**src/rtl/pipeline_hazard_ctrl.sv**
```systemverilog
// pipeline_hazard_ctrl
//   Hazard and stall scheduler for the 5-stage RV32 pipeline. Produces the
//   stall/flush controls for the IF/ID, ID/EX, EX/MEM and MEM/WB buffers,
//   the EX-stage operand forwarding selects, and sequences multi-cycle EX
//   operations and data-memory wait states. Also keeps saturating
//   stall/flush performance counters and a sticky multi-cycle timeout flag.
//
// Ports
//   clk, rst                 clock, synchronous active-high reset
//   Rs1D/Rs2D                source register addresses in ID
//   Rs1E/Rs2E/RdE            source/destination register addresses in EX
//   RdM/RdW, RegWriteM/W     destination and write enable in MEM / WB
//   ResultSrcE               EX result source (2'b01 = load)
//   PCSrcE                   taken branch/jump resolved in EX
//   MultiCycE, MultiCycDone  multi-cycle EX op present / result valid pulse
//   MemReqM, MemReadyM       MEM data access present / completes this cycle
//   StallF/D/E/M             hold PC, IF/ID, ID/EX, EX/MEM
//   FlushD/E/M/W             clear IF/ID, ID/EX, bubble EX/MEM, MEM/WB
//   ForwardAE/BE             operand select: 00 reg, 01 WB, 10 MEM
//   MultiStart               1-cycle start pulse to the multi-cycle unit
//   McError                  sticky multi-cycle timeout flag
//   StallCnt/FlushCnt        saturating counts of StallF / FlushE cycles
//   fsm_state                debug view of the FSM (0 IDLE, 1 MC_BUSY, 2 MEM_WAIT)
//
// Handshake: MultiStart is a single-cycle request; the unit answers with a
// single-cycle MultiCycDone. Memory accesses complete in the cycle where
// MemReqM and MemReadyM are both high.

module pipeline_hazard_ctrl #(
  parameter int MC_TIMEOUT = 64,
  parameter int CNT_W      = 32
) (
  input  logic             clk,
  input  logic             rst,
  input  logic [4:0]       Rs1D,
  input  logic [4:0]       Rs2D,
  input  logic [4:0]       Rs1E,
  input  logic [4:0]       Rs2E,
  input  logic [4:0]       RdE,
  input  logic [4:0]       RdM,
  input  logic [4:0]       RdW,
  input  logic             RegWriteM,
  input  logic             RegWriteW,
  input  logic [1:0]       ResultSrcE,
  input  logic             PCSrcE,
  input  logic             MultiCycE,
  input  logic             MultiCycDone,
  input  logic             MemReqM,
  input  logic             MemReadyM,
  output logic             StallF,
  output logic             StallD,
  output logic             StallE,
  output logic             StallM,
  output logic             FlushD,
  output logic             FlushE,
  output logic             FlushM,
  output logic             FlushW,
  output logic [1:0]       ForwardAE,
  output logic [1:0]       ForwardBE,
  output logic             MultiStart,
  output logic             McError,
  output logic [CNT_W-1:0] StallCnt,
  output logic [CNT_W-1:0] FlushCnt,
  output logic [1:0]       fsm_state
);

  typedef enum logic [1:0] {
    IDLE     = 2'd0,
    MC_BUSY  = 2'd1,
    MEM_WAIT = 2'd2
  } state_t;

  // Wide enough to hold MC_TIMEOUT-1, the terminal count.
  localparam int TW = (MC_TIMEOUT > 2) ? $clog2(MC_TIMEOUT) : 1;

  state_t        state;
  state_t        state_nxt;
  logic [TW-1:0] mc_cnt;
  logic          lw_stall;
  logic          mc_expire;
  logic          do_idle;

  function automatic logic [1:0] fwd_sel(
    input logic [4:0] rs,
    input logic       wr_m,
    input logic [4:0] rd_m,
    input logic       wr_w,
    input logic [4:0] rd_w
  );
    if (wr_m && rd_m != 5'd0 && rd_m == rs)      return 2'b10;
    else if (wr_w && rd_w != 5'd0 && rd_w == rs) return 2'b01;
    else                                         return 2'b00;
  endfunction

  assign ForwardAE = fwd_sel(Rs1E, RegWriteM, RdM, RegWriteW, RdW);
  assign ForwardBE = fwd_sel(Rs2E, RegWriteM, RdM, RegWriteW, RdW);

  assign lw_stall  = (ResultSrcE == 2'b01) && (RdE != 5'd0) &&
                     ((RdE == Rs1D) || (RdE == Rs2D));

  assign mc_expire = (state == MC_BUSY) && !MultiCycDone &&
                     (mc_cnt == TW'(MC_TIMEOUT - 1));

  // A completed memory wait behaves exactly like IDLE for that cycle, so a
  // multi-cycle op queued behind the access can start immediately.
  assign do_idle   = (state == IDLE) || ((state == MEM_WAIT) && MemReadyM);

  assign fsm_state = state;

  always_comb begin
    state_nxt  = state;
    StallF     = 1'b0;
    StallD     = 1'b0;
    StallE     = 1'b0;
    StallM     = 1'b0;
    FlushD     = 1'b0;
    FlushE     = 1'b0;
    FlushM     = 1'b0;
    FlushW     = 1'b0;
    MultiStart = 1'b0;
    if (do_idle) begin
      if (MemReqM && !MemReadyM) begin
        {StallF, StallD, StallE, StallM} = 4'b1111;
        FlushW    = 1'b1;
        state_nxt = MEM_WAIT;
      end else if (MultiCycE) begin
        MultiStart = 1'b1;
        {StallF, StallD, StallE} = 3'b111;
        FlushM    = 1'b1;
        state_nxt = MC_BUSY;
      end else begin
        StallF    = lw_stall;
        StallD    = lw_stall;
        FlushE    = lw_stall || PCSrcE;
        FlushD    = PCSrcE;
        state_nxt = IDLE;
      end
    end else if (state == MC_BUSY) begin
      if (MultiCycDone || mc_expire) begin
        // Result (or abort) lets EX/MEM capture; normal hazards apply again.
        StallF    = lw_stall;
        StallD    = lw_stall;
        FlushE    = lw_stall || PCSrcE;
        FlushD    = PCSrcE;
        state_nxt = IDLE;
      end else begin
        {StallF, StallD, StallE} = 3'b111;
        FlushM = 1'b1;
      end
    end else begin
      // MEM_WAIT, memory not ready yet.
      {StallF, StallD, StallE, StallM} = 4'b1111;
      FlushW = 1'b1;
    end
  end

  always_ff @(posedge clk) begin
    if (rst) begin
      state    <= IDLE;
      mc_cnt   <= '0;
      McError  <= 1'b0;
      StallCnt <= '0;
      FlushCnt <= '0;
    end else begin
      state <= state_nxt;
      if (state == MC_BUSY && state_nxt == MC_BUSY) mc_cnt <= mc_cnt + TW'(1);
      else                                          mc_cnt <= '0;
      if (mc_expire) McError <= 1'b1;
      if (StallF && StallCnt != {CNT_W{1'b1}}) StallCnt <= StallCnt + CNT_W'(1);
      if (FlushE && FlushCnt != {CNT_W{1'b1}}) FlushCnt <= FlushCnt + CNT_W'(1);
    end
  end

endmodule

```
**config.mk**
```make
export PLATFORM = sky130hd
export DESIGN_NAME = pipeline_hazard_ctrl
export DESIGN_NICKNAME = d
export VERILOG_FILES = /design/src/rtl/pipeline_hazard_ctrl.sv
export SDC_FILE = /design/constraint.sdc
export NUM_CORES = 1
export LEC_CHECK = 0
export CORE_MARGIN = 2
export CORE_UTILIZATION = 55
export CTS_CLUSTER_SIZE = 40
export DETAILED_ROUTE_END_ITERATION = 12
export DONT_BUFFER_PORTS = 1
export GPL_ROUTABILITY_DRIVEN = 0
export HOLD_SLACK_MARGIN = 0.02
export MAX_ROUTING_LAYER = met4
export PLACE_DENSITY = 0.7
export SLEW_MARGIN = 20
export SYNTH_ARGS = -nofsm -noshare
export SYNTH_HDL_FRONTEND = slang
export SYNTH_SLANG_ARGS = --single-unit
```
**constraint.sdc**
```tcl
create_clock -name clk -period 2.7 [get_ports clk]
set_clock_uncertainty 0.2 [all_clocks]
set_input_delay 0.27 -clock clk [delete_from_list [all_inputs] [get_ports clk]]
set_output_delay 0.27 -clock clk [all_outputs]
set_load 0.1 [all_outputs]
```
==> results.cfg, run 1 <==
[cells_and_area]
design_area_mm2 = 0.00567
syn_to_final_growth_pct = 31.5
fin_nets = 667
post_route_cells_drive_above_1_share_pct = 31.5
fin_cells = 725
antenna_cells = 0

[place]
dp.final_hpwl_um = 8470
dp_cells = 699
io_buffers = 0
place_area_mm2 = 0.00525

[logic_synthesis]
synth_area_per_cell_um2 = 8.10
synthArstFlopShare_pct = 0
ys_ff_latch = 73
synth-edff-count = 0
ys_seq_area_share_pct = 33.9
synth_area_mm2 = 0.00431
yosys-top-cells-area = dfxtp_1 34%, or4_1 6.8%, a21oi_1 6.7%
netlist_top_cells_count = 73 x dfxtp_1, 58 x a21oi_1, 39 x or4_1
synth_top_area_share_pct = 33.9
syn_nets = 581
synth_flop_cell = dfxtp_1
synth_cell_types = 50
yosys_warnings = 0
yosysTopAreaCell = dfxtp_1
yosysMostFrequentCell = dfxtp_1
synthCells = 532

[timing]
max_freq_mhz = 377
maxSlewHeadroom_pct = 57.5
hold_viol = 0
hold_ws_ns = 0.0732
timing.final.crit_share_pct = 98.3
setup_viol = 0
tightest_slew_ns = 0.637
finalWorstPathRequiredPeriod_ns = 2.66
report.final.slew_viol_count = 0

[global_route]
grtUsageTotal_pct = 29.0
grt_max_degree = 81
grt_pass1_vias = 4327
grt_overflow = 0
grt_antenna_before_repair = 0
grt_pass1_wl_um = 19800

[worst_hold_path]
min_path_type = input pin to flop

[outcome]
outcome = complete, no violations

[floorplanning]
dieArea_mm2 = 0.00856
ios = 126
die_h_um = 92.5
die_x_um = 92.5
row_count = 32
start_util_pct = 56.4
coreArea_mm2 = 0.00765

[setup_path]
slowest_delay_ns = 0.35
worstPathArrival_ns = 2.19
crit_top_cell = buf_12
critical_path_peak_fanout = 4
end_kind = output pin
slowest_stage = dfxtp_2
r2r_setup_slack_ns = 0.11
critPathRequiredTime_ns = 2.23
worstSetupPathType = flop to output pin
cp_cell_sequence = ha_4, and3_4, a41o_1, buf_4, o211a_4, a31oi_4, buf_12, clkinvlp_4, buf_12
cp-start-kind = flop

[clock_tree]
clkSinkCount = 73
clk_latency_ns = 0.36
cts_max_level = 3
cts.path.max_buffers = 2
path_clk_slew_ns = 0.08
cts_tree = built
ctsRootBufferMaster = clkbuf_8
cts_buffers = 9

[detailed_routing]
drt_first_pass_iters = 5
wirelength_um = 12400
drt_iter0_drc = 215
avgViaCountPerCell = 6.20
dr_total_vias = 4494
drtAntennaViolNets = 0
routedWlPerCell_um = 17.2
drc = 0

[power_and_ir_drop]
power_leakage_nw = 1.98
peakVddDrop_mv = 0.346
total_power_mw = 2.60
p_per_area_mw_per_mm2 = 459

[flow_run]
maxCapViolations = 0
## what timing repair did
action	in CTS	in global routing
resized for setup	5	6
endpoints found under the setup margin	3	10
pin swaps	1	0
hold buffers	5	0
gates cloned	2	0
buffers inserted	2	1
hold endpoints to repair	73	0
## metal layers
layer  up-vias  wire length [µm]  track usage (%)  share of wire, %
met5         -                 0                -                 0
met4         0               221             10.9               1.8
met3        22               772             6.51               6.2
met2       135              6290             50.2                51
met1      2145              5150             32.8                41
li1       2192                 -                -                 -
## logic make-up (layout without fill, tap and decap cells)
kind of cell | Yosys count | count (layout) | share of synthesized area, %
adder cells (fa/ha/maj) | 3 | 3 | 0.871
AND/OR/NAND/NOR | 240 | 240 | 32.3
XOR/XNOR | 34 | 34 | 6.91
AO/OA/AOI/OAI | 128 | 128 | 18.5
multiplexers | 12 | 12 | 3.13
buffers and inverters | 42 | 133 | 4.38
flip-flops | 73 | 73 | 33.9
## worst paths after layout
| path | start | to | cells past startpoint |
|---|---|---|---|
| hold reg to reg | mc_cnt[0] | mc_cnt[0] | 1 |
| hold / removal | MultiCycDone | mc_cnt[0] | 4 |
| setup / recovery | mc_cnt[0] | FlushE | 9 |
| setup reg to reg | mc_cnt[1] | FlushCnt[4] | 10 |
## through the flow
| step | setup TNS (ns) | setup slack (ns) | utilization (%) |
|---|---|---|---|
| final | 0 | 0.0447 | 74.1 |
| after CTS | 0 | 0.0453 | 73.7 |
| after global routing | -0.00102 | -0.00102 | 74.1 |
| after floorplan | -1.97 | -0.341 | - |
| after detailed placement | 0 | 0.161 | 68.6 |
| after global placement | 0 | 0.210 | 68.6 |
## cells in the final DEF (no fill, tap or decap), types with 10 or more instances in the layout
| cell type | instances |
|---|---|
| nor4_1 | 12 |
| o31ai_1 | 36 |
| or3_1 | 16 |
| nand2_1 | 33 |
| nand3_1 | 32 |
| nand4_1 | 21 |
| inv_1 | 11 |
| or4_1 | 36 |
| buf_4 | 91 |
| dfxtp_2 | 47 |
| o21ai_0 | 15 |
| xnor2_1 | 19 |
| clkbuf_8 | 10 |
| a21oi_1 | 55 |
| dfxtp_1 | 24 |
| nor2b_1 | 14 |
| nor2_1 | 33 |
| xor2_1 | 15 |
## critical path: cells and delay by family (launching register included)
family,cells,cell delay (ns)
buffers and inverters,4,0.55
adder cells (fa/ha/maj),1,0.16
flip-flops,1,0.35
AND/OR/NAND/NOR,1,0.15
AO/OA/AOI/OAI,3,0.62
## final cells by class
type	instances	area, µm²
clock buffers	11	141
clock inverters	5	78.8
fillers	576	1980
inverters	14	65.1
multi-input cells	417	2830
flip-flops and latches	73	1530
well taps	102	128
repair buffers	103	898
## power breakdown
group,internal [mW],total (mW),leakage (nW),switching (mW)
registers,1.09,1.10,0.614,0.0150
clock network,0.545,0.976,0.113,0.431
logic,0.162,0.528,1.26,0.366
## flip-flops by register name (all words and copies together) (netlist names)
name and count:
mc_cnt 6, StallCnt 32, fsm_state 2, McError 1, FlushCnt 32
Power figures use the tool's default switching activity.
==> run 2, diff against run 1 <==
Settings changed: ABC_CLOCK_PERIOD_IN_PS set to 2700.
==> results of run 2 <==
No change in the layout: final DEF, timing and power equal those of run 1.
